## config.mk

```make
export PLATFORM = sky130hd
export DESIGN_NAME = vec_mem_stage
export DESIGN_NICKNAME = d
export VERILOG_FILES = /design/src/rtl/interfaces_def_pkg.sv /design/src/rtl/vmem_watchdog.sv /design/src/rtl/vec_mem_stage.sv
export SDC_FILE = /design/constraint.sdc
export NUM_CORES = 1
export LEC_CHECK = 0
export ABC_AREA = 1
export CORE_MARGIN = 8
export CORE_UTILIZATION = 45
export CTS_BUF_LIST = sky130_fd_sc_hd__clkbuf_16
export DETAILED_ROUTE_END_ITERATION = 7
export MAX_ROUTING_LAYER = met4
export PLACE_DENSITY_LB_ADDON = 0.3
export SYNTH_ARGS = -nofsm -noshare
export SYNTH_HDL_FRONTEND = slang
export SYNTH_HIERARCHICAL = 1
export SYNTH_SLANG_ARGS = --single-unit
```

## constraint.sdc

```tcl
create_clock -name clk -period 14 [get_ports clk]
set_input_delay 4.2 -clock clk [delete_from_list [all_inputs] [get_ports clk]]
set_output_delay 4.2 -clock clk [all_outputs]
set_load 0.05 [all_outputs]
```

## src/rtl/interfaces_def_pkg.sv

```systemverilog
// Shared definitions for the vector memory stage.
//   vec_mem_state_e : FSM encoding of vec_mem_stage (also driven on its debug port)
//   VMEM_TIMEOUT    : default number of WAIT_RDY cycles before an access is abandoned
//   VMEM_CNT_W      : watchdog counter width, wide enough for the largest legal TIMEOUT (255)
package interfaces_def_pkg;

    typedef enum logic [1:0] {
        IDLE     = 2'd0,
        ISSUE    = 2'd1,
        WAIT_RDY = 2'd2,
        RESP     = 2'd3
    } vec_mem_state_e;

    localparam int VMEM_TIMEOUT = 16;
    localparam int VMEM_CNT_W   = 8;

endpackage

```

## src/rtl/vmem_watchdog.sv

```systemverilog
// Cycle counter that flags an outstanding memory access taking too long.
//   clk, reset : clock, asynchronous active-high reset
//   clear      : zero the count (held while no access is outstanding)
//   enable     : count one cycle of waiting
//   expired    : high in the cycle that would bring the count to TIMEOUT,
//                so the owner can abort on that same clock edge
// TIMEOUT must lie in 4..255 so that it fits the VMEM_CNT_W-bit counter.
module vmem_watchdog
    import interfaces_def_pkg::*;
#(
    parameter int TIMEOUT = VMEM_TIMEOUT
) (
    input  logic clk,
    input  logic reset,
    input  logic clear,
    input  logic enable,
    output logic expired
);

    logic [VMEM_CNT_W-1:0] cnt_q;
    logic [VMEM_CNT_W-1:0] cnt_d;

    always_comb begin
        cnt_d = cnt_q;
        if (clear) begin
            cnt_d = '0;
        end else if (enable) begin
            cnt_d = cnt_q + 1'b1;
        end
    end

    // The count during the N-th waiting cycle is N-1; the N-th edge is the
    // one on which the count reaches TIMEOUT.
    assign expired = enable && !clear && (cnt_q == VMEM_CNT_W'(TIMEOUT - 1));

    always_ff @(posedge clk or posedge reset) begin
        if (reset) begin
            cnt_q <= '0;
        end else begin
            cnt_q <= cnt_d;
        end
    end

endmodule

```

## src/rtl/vec_mem_stage.sv

```systemverilog
// MEM stage of a vector pipeline: hands one load/store at a time to the
// vector memory unit and returns the result through the MEM/WB register.
//   in_*       : instruction from EX; in_ready is high only in IDLE (stall otherwise)
//   mem_*      : start pulse and held operands to the memory unit, mem_ready/mem_rdata back
//   out_*      : MEM/WB register; out_valid pulses once per instruction
//   err_*      : sticky error flags, cleared only by reset
//   dbg_state  : current FSM state
// Handshake: an instruction transfers on a rising edge where in_valid && in_ready;
// the memory unit is started by a one-cycle mem_start and answers with a
// one-cycle mem_ready, which is only looked at while waiting for it.
module vec_mem_stage
    import interfaces_def_pkg::*;
#(
    parameter int TIMEOUT = VMEM_TIMEOUT,
    parameter int VRD_W   = 3
) (
    input  logic             clk,
    input  logic             reset,
    input  logic             in_valid,
    input  logic             in_is_load,
    input  logic             in_is_store,
    input  logic [31:0]      in_addr,
    input  logic [63:0]      in_vdata,
    input  logic [VRD_W-1:0] in_vrd,
    output logic             in_ready,
    output logic             mem_start,
    output logic [31:0]      mem_addr,
    output logic [63:0]      mem_wdata,
    output logic             mem_wr_en,
    input  logic             mem_ready,
    input  logic [63:0]      mem_rdata,
    output logic             out_valid,
    output logic             out_wb_en,
    output logic [VRD_W-1:0] out_vrd,
    output logic [63:0]      out_data,
    output logic             err_timeout,
    output logic             err_illegal,
    output vec_mem_state_e   dbg_state
);

    vec_mem_state_e   state_q, state_d;
    logic [31:0]      mem_addr_q, mem_addr_d;
    logic [63:0]      mem_wdata_q, mem_wdata_d;
    logic             mem_wr_en_q, mem_wr_en_d;
    logic [VRD_W-1:0] hold_vrd_q, hold_vrd_d;
    logic             hold_load_q, hold_load_d;
    logic             out_valid_q, out_valid_d;
    logic             out_wb_en_q, out_wb_en_d;
    logic [VRD_W-1:0] out_vrd_q, out_vrd_d;
    logic [63:0]      out_data_q, out_data_d;
    logic             err_timeout_q, err_timeout_d;
    logic             err_illegal_q, err_illegal_d;
    logic             wd_expired;

    vmem_watchdog #(
        .TIMEOUT (TIMEOUT)
    ) u_watchdog (
        .clk     (clk),
        .reset   (reset),
        .clear   (state_q != WAIT_RDY),
        .enable  (state_q == WAIT_RDY),
        .expired (wd_expired)
    );

    always_comb begin
        state_d       = state_q;
        mem_addr_d    = mem_addr_q;
        mem_wdata_d   = mem_wdata_q;
        mem_wr_en_d   = mem_wr_en_q;
        hold_vrd_d    = hold_vrd_q;
        hold_load_d   = hold_load_q;
        out_valid_d   = 1'b0;
        out_wb_en_d   = 1'b0;
        out_vrd_d     = out_vrd_q;
        out_data_d    = out_data_q;
        err_timeout_d = err_timeout_q;
        err_illegal_d = err_illegal_q;

        unique case (state_q)
            IDLE: begin
                if (in_valid) begin
                    if (in_is_load ^ in_is_store) begin
                        mem_addr_d  = in_addr;
                        mem_wdata_d = in_vdata;
                        mem_wr_en_d = in_is_store;
                        hold_vrd_d  = in_vrd;
                        hold_load_d = in_is_load;
                        state_d     = ISSUE;
                    end else begin
                        // Non-memory (or contradictory) op passes straight
                        // through with nothing to write back.
                        out_valid_d = 1'b1;
                        if (in_is_load && in_is_store) begin
                            err_illegal_d = 1'b1;
                        end
                    end
                end
            end
            ISSUE: begin
                state_d = WAIT_RDY;
            end
            WAIT_RDY: begin
                // A completion on the expiry edge still counts as success.
                if (mem_ready) begin
                    out_valid_d = 1'b1;
                    out_wb_en_d = hold_load_q;
                    out_vrd_d   = hold_vrd_q;
                    out_data_d  = mem_rdata;
                    state_d     = RESP;
                end else if (wd_expired) begin
                    err_timeout_d = 1'b1;
                    out_valid_d   = 1'b1;
                    out_vrd_d     = hold_vrd_q;
                    out_data_d    = '0;
                    state_d       = RESP;
                end
            end
            RESP: begin
                // Write enable must not linger once the access is finished.
                mem_wr_en_d = 1'b0;
                state_d     = IDLE;
            end
            default: begin
                state_d = IDLE;
            end
        endcase
    end

    always_ff @(posedge clk or posedge reset) begin
        if (reset) begin
            state_q       <= IDLE;
            mem_addr_q    <= '0;
            mem_wdata_q   <= '0;
            mem_wr_en_q   <= 1'b0;
            hold_vrd_q    <= '0;
            hold_load_q   <= 1'b0;
            out_valid_q   <= 1'b0;
            out_wb_en_q   <= 1'b0;
            out_vrd_q     <= '0;
            out_data_q    <= '0;
            err_timeout_q <= 1'b0;
            err_illegal_q <= 1'b0;
        end else begin
            state_q       <= state_d;
            mem_addr_q    <= mem_addr_d;
            mem_wdata_q   <= mem_wdata_d;
            mem_wr_en_q   <= mem_wr_en_d;
            hold_vrd_q    <= hold_vrd_d;
            hold_load_q   <= hold_load_d;
            out_valid_q   <= out_valid_d;
            out_wb_en_q   <= out_wb_en_d;
            out_vrd_q     <= out_vrd_d;
            out_data_q    <= out_data_d;
            err_timeout_q <= err_timeout_d;
            err_illegal_q <= err_illegal_d;
        end
    end

    assign in_ready    = (state_q == IDLE);
    assign mem_start   = (state_q == ISSUE);
    assign mem_addr    = mem_addr_q;
    assign mem_wdata   = mem_wdata_q;
    assign mem_wr_en   = mem_wr_en_q;
    assign out_valid   = out_valid_q;
    assign out_wb_en   = out_wb_en_q;
    assign out_vrd     = out_vrd_q;
    assign out_data    = out_data_q;
    assign err_timeout = err_timeout_q;
    assign err_illegal = err_illegal_q;
    assign dbg_state   = state_q;

endmodule

```

# Word level (Yosys, flattened, before mapping)
# Index checks and enable logic that the tools add are counted.
# word_totals
out_inout_bits	172
register_bits	182
wordCells	60
# op_classes
bitwise	3
n_addsub	1
mux	21
n_reduce_logical	14
n_eq_ne	8
# ops
cell	count
$mux 64	2
$mux 8	2
$reduce_and 3->1	4
$add 8x1->8 const B	1
$eq 8x4->1 const B	1
$mux 1	8
$mux 2	4
$pmux 2 s4	1
$mux 3	2
$reduce_bool 2->1	3
$eq 2x2->1 const B	2
$ne 2x2->1 const B	2
$pmux 1 s2	2
$reduce_and 4->1	1
$logic_and 1x1->1	3
$ne 3x3->1 const B	1
$eq 2x1->1 const B	1
$logic_not 2->1	1
$ne 2x1->1 const B	1
$not 1->1	2
$reduce_and 2->1	1
$logic_not 1->1	1
$xor 1x1->1	1

# Logic depth before layout (Yosys ltp)
# depth
ltp_word	7
depth_mapped	11

# Cells and area by module
# The synthesis kept the hierarchy.
# by_module_without_submodules
mod	cells_each	area_per_inst_um2	seq_area_each_um2	n_inst
vec_mem_stage	769	6986.7	4354.2	1
vmem_watchdog	58	442.9	200.2	1

# Least setup slack after synthesis
# OpenSTA, ideal clock, no wires.
# synth_timing
kind	flip-flop to output port
startpoint	register state_q[0] (netlist: dbg_state[0])
endpoint	output port mem_start
path_slack_ns	8.592
arrival_ns	1.208
path_stages_with_launch	2
n_path_buf	0
cell_sequence	dfrtp_1 ha_1
# synth_between
elab_chain_len	1
# synth_lines
item	line	text
start, declared	vec_mem_stage.sv:41	vec_mem_state_e state_q, state_d;
start signal, assigned	vec_mem_stage.sv:144	state_q <= state_d;
$eq 2x1->1	vec_mem_stage.sv:160	assign mem_start = (state_q == ISSUE);
end, declared	vec_mem_stage.sv:26	output logic mem_start,
# No other way between the ends.

# Final worst setup path
# layout_timing
startpoint	register state_q[1] (netlist: dbg_state[1])
endpoint	output port in_ready
# layout_between
elab_chain_len	1
# layout_lines
item	line	text
$logic_not 2->1	vec_mem_stage.sv:159	assign in_ready = (state_q == IDLE);
end, declared	vec_mem_stage.sv:25	output logic in_ready,
# No other way between the ends.

==> qor.csv <==
stage,metric,value,unit
outcome,outcome,"complete, no violations",
finish,drive_above_1_share,0.0435,
logic_synthesis,synth_top_area_frac,0.613,
pwr,p_clk_frac,0.148,
cts,cts_resized,0,
setup_path,cp_max_fo,106,
placed_design,hpwl,16.9,mm
worst_hold_path,hp-class,reg -> reg,
logic_synthesis,synth_area,7430,um2
route,viasPerCell,4.94,
job,maxCapViolCount,0,
pwr,swShare,0.506,
route,firstDrtPassIters,7,
placed_design,dp.cells,1338,
setup_path,rr_worst_depth,11,
floorplan,die_area,20900,um2
floorplan,pin_count,341,
logic_synthesis,yosysWarnings,6,
pwr,total_power,3110,uW
global_routing,grt_antenna_before_repair,1,
timing,finalHoldViolCount,0,
logic_synthesis,synth-seq-area-share,0.613,
timing,min_period_over_period,0.507,
floorplan,core,16300,um2
cts,clock_latency,0.42,ns
route,met2WireLength,11.2,mm
global_routing,grt_pass1_vias,6908,
timing,final.min_clock_period,7.10,ns
timing,skew,0.00909,ns
logic_synthesis,synthDistinctLibCells,25,
pwr,seq_power_share,0.284,
placed_design,dpl-instance-area,10900,um2
pwr,leakage,0.00551,uW
floorplan,num_rows,47,
floorplan,die_w,144,um
finish,fin_area,11400,um2
global_routing,grt_max_degree,107,
cts,clockBufferDepth,2,
timing,setup_viol_count_final,0,
cts,tritoncts,yes,
timing,relSlewSlack,0.263,
pwr,p_int,1540,uW
pwr,peakVddDrop,0.000183,V
global_routing,grt-ovfl-total,0,
setup_path,endpoint_kind,primary output,
timing,whs,0.469,ns
timing,maxSlewViolCount,0,
route,routed.top_layer,met4,
route,drt_wl_total,23.8,mm
logic_synthesis,yosys.area.top_type,dfrtp_1,
global_routing,grt_pass1_wl,36.3,mm
placed_design,io_buffers,340,
timing,fin_tns_setup,0,ns
timing,worst_pin_slew,1.11,ns
finish,syn_to_final_growth,53.8,%
setup_path,endpoint,in_ready,
setup_path,startpoint_type,flip-flop,
finish,instances_no_fill,1371,
cts,path_clk_slew,0.07,ns
timing,fmax,0.141,GHz
setup_path,cpPeakStageDelay,0.98,ns
logic_synthesis,synth_edf_count,0,
logic_synthesis,synth_most_common_cell,nand2_1,
logic_synthesis,synthCells,827,
route,dr_wl_met3,2.79,mm
floorplan,initial_core_util,0.454,
route,wl_met1,9.19,mm
setup_path,startpoint,dbg_state[1]$_DFFE_PP0P_,
pwr,switchingPower,1580,uW
cts,cts_inserted_buffers,17,
setup_path,worst-setup-path-type,reg -> out,
logic_synthesis,yosys_register_bits,182,
cts,clkSinkCount,182,
cts,ctsHoldBuffers,0,
logic_synthesis,avgSynthCellArea,8.98,um2
pwr,pwr-share-comb,0.568,
logic_synthesis,syn-num-nets,1002,
route,drtAntennaViolNets,0,
route,vias,6773,
setup_path,timing.rr.end,out_vrd[0]$_DFFE_PP0P_,
cts,root_buffer,clkbuf_16,
pwr,p_per_area,273,nW/um2
logic_synthesis,synthTopCellsByArea,"dfrtp_1 (61%), nand2_1 (18%), nand3_1 (12%)",
global_routing,grt_usage,0.232,
setup_path,cp.required,9.80,ns
cts,cts_setup_buffers,0,
setup_path,cp.arrival,2.90,ns
setup_path,ff2ff_setup_slack,10.40,ns
timing,rsz0062_at_grt,false,
route,drt_iter0_drc,366,
route,route.detailed.drc,0,
placed_design,routabilityCongestion,0.813,
logic_synthesis,synthTopCellsByCount,"nand2_1 (362), dfrtp_1 (182), nand3_1 (171), buf_2 (37), inv_1 (19)",
logic_synthesis,ys.flop_type,dfrtp_1,
logic_synthesis,async_flop_share,1.00,
floorplan,die_y,144,um
cts,cts-htree-levels,4,
route,routedWlPerCell,17.4,um
setup_path,slowest_stage,clkdlybuf4s50_1,
setup_path,reg2reg_from,dbg_state[0]$_DFFE_PP0P_,
finish,layout.nets,1312,
setup_path,cp_cell_sequence,inv_1 > ha_4 > buf_4 > clkdlybuf4s50_1,
## cell type report
type	count	area, um2
Antenna cell	1	2.50
Clock inverter	15	145
Inverter	19	76.3
Tap cell	220	275
Timing Repair Buffer	346	3440
Clock buffer	17	425
Fill cell	1279	4920
Multi-Input combinational cell	571	2500
Sequential cell	182	4550
## critical path, delay by kind of cell, from the launching register on
| family | cells | cell delay (ns) |
|---|---|---|
| adders and majority gates | 1 | 0.13 |
| buffers and inverters | 3 | 1.92 |
| DFF | 1 | 0.43 |
## per-layer routing
metal	global-route usage	vias up
met4	0.0827	0
met5	-	-
met2	0.363	292
li1	-	3254
met3	0.102	39
met1	0.263	3188
## logic make-up after synthesis
| logic type | count (synthesis) | synth area share |
|---|---|---|
| simple gates | 553 | 0.313 |
| flops | 182 | 0.613 |
| buf+inv | 74 | 0.0532 |
| compound gates | 12 | 0.0103 |
| fa+ha+maj | 6 | 0.0101 |
## how the worst min path moves through the flow
stage / startpoint / to / slack [ns] / cells after the start
6_report: out_data[34]$_DFFE_PP0P_ / out_data[34]$_DFFE_PP0P_ / 0.47 / 2
5_1_grt: out_data[60]$_DFFE_PP0P_ / out_data[60]$_DFFE_PP0P_ / 0.48 / 2
4_1_cts: err_timeout$_DFFE_PP0P_ / err_timeout$_DFFE_PP0P_ / 0.47 / 1
3_5_place_dp: mem_wdata[31]$_DFFE_PP0P_ / mem_wdata[31]$_DFFE_PP0P_ / 0.46 / 2
3_3_place_gp: err_timeout$_DFFE_PP0P_ / err_timeout$_DFFE_PP0P_ / 0.44 / 1
2_1_floorplan: hold_vrd_q[0]$_DFFE_PP0P_ / hold_vrd_q[0]$_DFFE_PP0P_ / 0.44 / 2
## registers in the layout (all words and copies together) (netlist names)
register and cells:
out_valid 1, mem_wdata 64, out_data 64, mem_wr_en 1, hold_vrd_q 3, err_illegal 1, mem_addr 32, out_vrd 3
dbg_state 2, out_wb_en 1, u_watchdog/cnt_q 8, err_timeout 1, hold_load_q 1
## metrics by stage
stage,utilization,setup WS (ns)
floorplan,-,5.08
global placement,0.664,7.30
detailed placement,0.664,7.29
CTS,0.699,6.84
global route,0.699,6.70
finish,0.699,6.90
## power groups by stage
stage,sequential (uW),clock [uW],combinational (uW)
6_report,883,461,1770
3_5_place_dp,886,0,1790
3_3_place_gp,880,0,1770
5_1_grt,911,492,1870
4_1_cts,883,472,1790
2_1_floorplan,1660,0,375
## layout by cell type, fill, tap and decap left out
cell,n
buf_4,6
nor2_4,1
dfrtp_1,182
nand3_2,1
ha_2,1
clkdlybuf4s50_1,339
a21oi_1,3
a21o_1,1
nand2_2,1
nor2_1,10
nand4_1,2
ha_4,1
o21bai_1,1
clkbuf_16,17
diode_2,1
nand2_4,1
nand2_1,361
o21ai_4,1
ha_1,4
nor2_2,1
bufinv_16,1
nor3b_1,1
inv_6,4
o21ai_0,6
buf_2,1
nand3b_1,1
nand3_1,171
nor3_1,1
clkinv_2,2
inv_8,3
nor3_2,1
clkinvlp_4,6
inv_2,1
inv_1,17
No activity file was read; power rests on OpenSTA's default activity.
